### config.mk
export PLATFORM = sky130hd
export DESIGN_NAME = sprite_reader
export DESIGN_NICKNAME = d
export VERILOG_FILES = /design/src/rtl/sprite_reader.sv
export SDC_FILE = /design/constraint.sdc
export NUM_CORES = 1
export LEC_CHECK = 0
export CAP_MARGIN = 20
export CORE_MARGIN = 2
export CORE_UTILIZATION = 48
export CTS_CLUSTER_DIAMETER = 80
export DETAILED_ROUTE_END_ITERATION = 8
export PLACE_DENSITY = 0.69
export SYNTH_ARGS = -nofsm -noshare
export SYNTH_HDL_FRONTEND = slang
export SYNTH_SLANG_ARGS = --single-unit
### constraint.sdc
create_clock -name clk -period 4.08 [get_ports clk]
set_input_delay 0.612 -clock clk [delete_from_list [all_inputs] [get_ports clk]]
set_output_delay 0.612 -clock clk [all_outputs]
set_load 0.01 [all_outputs]
### src/rtl/sprite_reader.sv
// Streams a sprite from a 1-cycle-latency image ROM as screen-positioned RGB565 pixels
// through a 2-entry FIFO with valid/ready handshake.
module sprite_reader #(
  parameter int          IMG_W = 90,
  parameter int          IMG_H = 90,
  parameter logic [15:0] KEY   = 16'hF81F
) (
  input  logic        clk,
  input  logic        rst_n,
  input  logic        start,
  input  logic [9:0]  origin_x,
  input  logic [9:0]  origin_y,
  output logic [12:0] rom_addr,
  input  logic [15:0] rom_data,
  output logic        pix_valid,
  input  logic        pix_ready,
  output logic [15:0] pix_data,
  output logic [9:0]  pix_x,
  output logic [9:0]  pix_y,
  output logic        pix_key,
  output logic        pix_last,
  output logic        busy,
  output logic        done
);

  localparam logic [12:0] LAST_ADDR = 13'(IMG_W * IMG_H - 1);
  localparam logic [12:0] COL_MAX   = 13'(IMG_W - 1);

  typedef enum logic [1:0] {IDLE, FETCH, DRAIN, DONE} state_t;
  state_t state, state_nx;

  logic [9:0]  org_x, org_y;
  logic [12:0] idx, col, row;
  logic        inflight, fl_last;
  logic [9:0]  fl_col, fl_row;
  logic [15:0] f_data [2];
  logic [9:0]  f_x    [2];
  logic [9:0]  f_y    [2];
  logic        f_last [2];
  logic        wr_ptr, rd_ptr;
  logic [1:0]  count;
  logic        pop, issue;

  assign pix_valid = (count != 2'd0);
  assign pop       = pix_valid && pix_ready;
  assign pix_data  = f_data[rd_ptr];
  assign pix_x     = f_x[rd_ptr];
  assign pix_y     = f_y[rd_ptr];
  assign pix_last  = f_last[rd_ptr];
  assign pix_key   = (pix_data == KEY);
  assign busy      = (state == FETCH) || (state == DRAIN);
  assign done      = (state == DONE);

  // A pop this cycle frees a slot, which is what sustains one pixel per cycle.
  always_comb begin
    state_nx = state;
    issue    = 1'b0;
    case (state)
      IDLE:  if (start) state_nx = FETCH;
      FETCH: begin
        if (({1'b0, count} + {2'b0, inflight} - {2'b0, pop}) < 3'd2) issue = 1'b1;
        if (issue && (idx == LAST_ADDR)) state_nx = DRAIN;
      end
      DRAIN: if (pop && pix_last) state_nx = DONE;
      DONE:  state_nx = IDLE;
      default: state_nx = IDLE;
    endcase
  end

  always_ff @(posedge clk or negedge rst_n) begin
    if (!rst_n) begin
      state    <= IDLE;
      org_x    <= '0;
      org_y    <= '0;
      idx      <= '0;
      col      <= '0;
      row      <= '0;
      rom_addr <= '0;
      inflight <= 1'b0;
      fl_col   <= '0;
      fl_row   <= '0;
      fl_last  <= 1'b0;
      wr_ptr   <= 1'b0;
      rd_ptr   <= 1'b0;
      count    <= '0;
      for (int i = 0; i < 2; i++) begin
        f_data[i] <= '0;
        f_x[i]    <= '0;
        f_y[i]    <= '0;
        f_last[i] <= 1'b0;
      end
    end else begin
      state    <= state_nx;
      inflight <= issue;
      if (state == IDLE && start) begin
        org_x <= origin_x;
        org_y <= origin_y;
        idx   <= '0;
        col   <= '0;
        row   <= '0;
      end
      if (issue) begin
        rom_addr <= idx;
        idx      <= idx + 13'd1;
        fl_col   <= col[9:0];
        fl_row   <= row[9:0];
        fl_last  <= (idx == LAST_ADDR);
        if (col == COL_MAX) begin
          col <= '0;
          row <= row + 13'd1;
        end else begin
          col <= col + 13'd1;
        end
      end
      // ROM data belongs to the address issued on the previous cycle.
      if (inflight) begin
        f_data[wr_ptr] <= rom_data;
        f_x[wr_ptr]    <= org_x + fl_col;
        f_y[wr_ptr]    <= org_y + fl_row;
        f_last[wr_ptr] <= fl_last;
        wr_ptr         <= ~wr_ptr;
      end
      if (pop) rd_ptr <= ~rd_ptr;
      count <= count + {1'b0, inflight} - {1'b0, pop};
    end
  end

endmodule

==> reports/results.ini <==
[synthesis]
avgSynthCellArea_um2=9.94
synth_edf_count=0
synth-compound-area-share_pct=10.2
synthXorXnorAreaFrac_pct=2.00
ys_seq_area_share_pct=51.5
synth_top_family_by_area=simple AND/OR/NAND/NOR gates
synth_cells=837
synth_area_leader_cell=dfrtp_1
synthFlopType=dfrtp_1
synth_warnings=0
syn_area_mm2=0.00832
async_reset_ff_share_pct=100
yosys.area_share.simple_pct=17.5
netlist.area_leader.share_pct=51.5
muxShareOfSynthArea_pct=11.0
synth-adder-area-share_pct=5.09
synth_seq_cells=171
syn_nets=909
synth_area_leaders=dfrtp_1 (51%), mux2_2 (11%), nand2_1 (11%)
synth_cell_type_count=54

[detailed_routing]
ant_nets=0
drt_pre_antenna_iters=8
drc=0
drt-initial-drc-count=423
wl_um=17600
routed-via-count=6272
viasPerCell=5.40
wire_per_inst_um=15.2

[global_route]
gr-usage-met1_pct=28.4
antenna_found_initial=0
grt_max_degree=94
grt_pass1_vias=5926
use_met3_pct=3.33
grt.busiest_layer=met2
met2_usage_pct=32.0
grt_use_total_pct=20.1
grt_overflow=0
grt_pass1_wl_um=29600

[clock_network]
postCtsHoldBufs=0
cts.htree.levels=4
ctsResizeCount=0
clockBufferDepth=2
cts-root-buf=clkbuf_16
cts_tree=built
clkSinkCount=171
clock_latency_ns=0.42
postCtsSetupBuffers=0
clk_pin_slew_ns=0.07
numCtsBuffers=17

[min_path]
min_path_type=in -> async

[timing]
whs_ns=0.261
slew_violations=0
hold_viol=0
worst_slew_pin_slew_ns=1.06
max-slew-margin-rel_pct=29.5
finalSetupViolCount=0
layout_min_cycle_time_ns=3.51
fmax_mhz=285
fin_setup_tns_ns=0
fin_skew_ns=0.00763
rsz0062_at_grt=no
post-route-period-util_pct=86.1

[worst_setup_path]
regToRegSetupSlack_ns=0.81
timing.rr.end=idx[9]
worstPathArrival_ns=2.90
crit_required_ns=3.47
r2r_start=count[1]
crit_type=reg -> out
crit_path_end_kind=primary output
path_max_fanout=18
startpoint=rd_ptr
reg2regPathDepth=14
start_kind=flop

[final_layout]
fillerInstances=1508
multi_input_area_mm2=0.00381
post-route-util_pct=58.8
drive_above_1_share_pct=14.6
nNetsFinal=996
n_antenna_cell=0
regArea_mm2=0.00428
area_delta_synth_final_pct=21.1
final_cell_area_mm2=0.0101

[pwr]
powerDensity_mw_per_mm2=692
ir_drop_v=0.000339
p_leak_uw=0.00461

[floorplanning]
die_area_mm2=0.0184
io_pins=94
core-area_mm2=0.0171
die_w_um=136
num_rows=48
die_h_um=136
start_util_pct=48.6

[placement]
dpl.hpwl_um=12400
gp_congestion=0.846
placed_area_mm2=0.00946
io_buffers=93

[run_status]
status=finished clean

[job]
cap_violations=0

==> cell families (layout without fill, tap and decap cells) <==
logic type / after synthesis / in the layout
buffers and inverters: 53 / 153
and+or+nand+nor: 335 / 335
muxes: 81 / 81
AOI/OAI and AO/OA: 146 / 146
DFF: 171 / 171
xor gates and xnor gates: 19 / 19
adders and majority gates: 32 / 32
==> sequential cells by signal, indices dropped and copies added (netlist names), 13 cells and up <==
register / count
f_data: 32
f_x: 20
f_y: 20
col: 13
idx: 13
rom_addr: 13
==> synthesized netlist by cell type (all sizes together), types with 2 or more instances <==
library cell and n:
a211o 2, a211oi 2, a21boi 2, a21o 5, a21oi 31, a311oi 2
a31oi 10, a41oi 4, and2 3, and3 6, buf 22, clkbuf 17
dfrtp 171, fa 3, ha 29, inv 14, mux2 80, nand2 236
nand3 20, nand3b 2, nand4 9, nand4b 3, nor2 26, nor2b 2
nor3 11, nor4 3, nor4bb 2, o211ai 2, o21ai 72, o21bai 2
o221ai 2, o31ai 5, or2 3, or3 5, or4b 2, xnor2 13
xor2 6
==> cell usage in the layout (no fill, tap or decap), types with 3 or more instances in the layout <==
| cell type | Yosys | layout |
|---|---|---|
| nand3_1 | 20 | 20 |
| a31oi_1 | 10 | 10 |
| mux2_2 | 79 | 79 |
| a21oi_1 | 29 | 29 |
| a41oi_1 | 4 | 4 |
| clkbuf_16 | 0 | 17 |
| ha_1 | 29 | 29 |
| nand4b_1 | 3 | 3 |
| nor3_1 | 11 | 11 |
| o31ai_1 | 5 | 5 |
| xor2_1 | 6 | 6 |
| xnor2_1 | 13 | 13 |
| fa_1 | 3 | 3 |
| o21ai_0 | 72 | 72 |
| dfrtp_1 | 171 | 171 |
| or3_1 | 5 | 5 |
| clkdlybuf4s50_1 | 0 | 92 |
| bufinv_16 | 0 | 3 |
| nand4_1 | 9 | 9 |
| buf_4 | 2 | 14 |
| nand2_1 | 236 | 236 |
| clkinvlp_4 | 0 | 6 |
| nor2_1 | 24 | 24 |
| and2_1 | 3 | 3 |
| and3_1 | 6 | 6 |
| inv_1 | 14 | 14 |
| a21o_1 | 5 | 5 |
==> stage by stage <==
| stage | cells | power, uW | worst slack (ns) |
|---|---|---|---|
| floorplan | 837 | 4300 | 1.18 |
| CTS | 1162 | 7040 | 0.549 |
| global placement | 1130 | 5310 | 0.469 |
| detailed placement | 1130 | 5370 | 0.390 |
| global route | 1162 | 7450 | 0.470 |
| finish | 1162 | 6970 | 0.569 |
==> critical path, cell delays in order (launching register included) <==
cell and delay (ns):
dfrtp_1 0.35, buf_4 0.27, mux2_2 0.37, or4b_1 0.58, nor4_1 0.30, clkdlybuf4s50_1 0.60
==> layout make-up <==
type | instances | share of cell area [%]
Inverter | 14 | 0.522
Sequential cell | 171 | 42.5
Tap cell | 225 | 2.80
Timing Repair Buffer | 107 | 10.3
Clock inverter | 14 | 1.70
Clock buffer | 18 | 4.36
Multi-Input combinational cell | 613 | 37.8
==> worst max path at each step <==
stage	to	slack (ns)	cells past startpoint
3_5_place_dp	idx[11]	0.39	15
6_report	pix_key	0.57	5
3_3_place_gp	idx[11]	0.47	15
4_1_cts	pix_key	0.55	5
5_1_grt	pix_key	0.47	5
2_1_floorplan	idx[11]	1.18	14
==> power by group <==
part | switching [uW] | internal (uW)
combinational | 1400 | 1400
sequential | 319 | 2210
clock | 671 | 980
total | 2390 | 4590
==> routing by layer <==
metal  up-vias  share of wire (%)
li1       3064                  -
met1      3048                 48
met2       140                 47
met3        20                4.2
met4         0                1.3
met5         -                  0
Power figures use the tool's default switching activity.
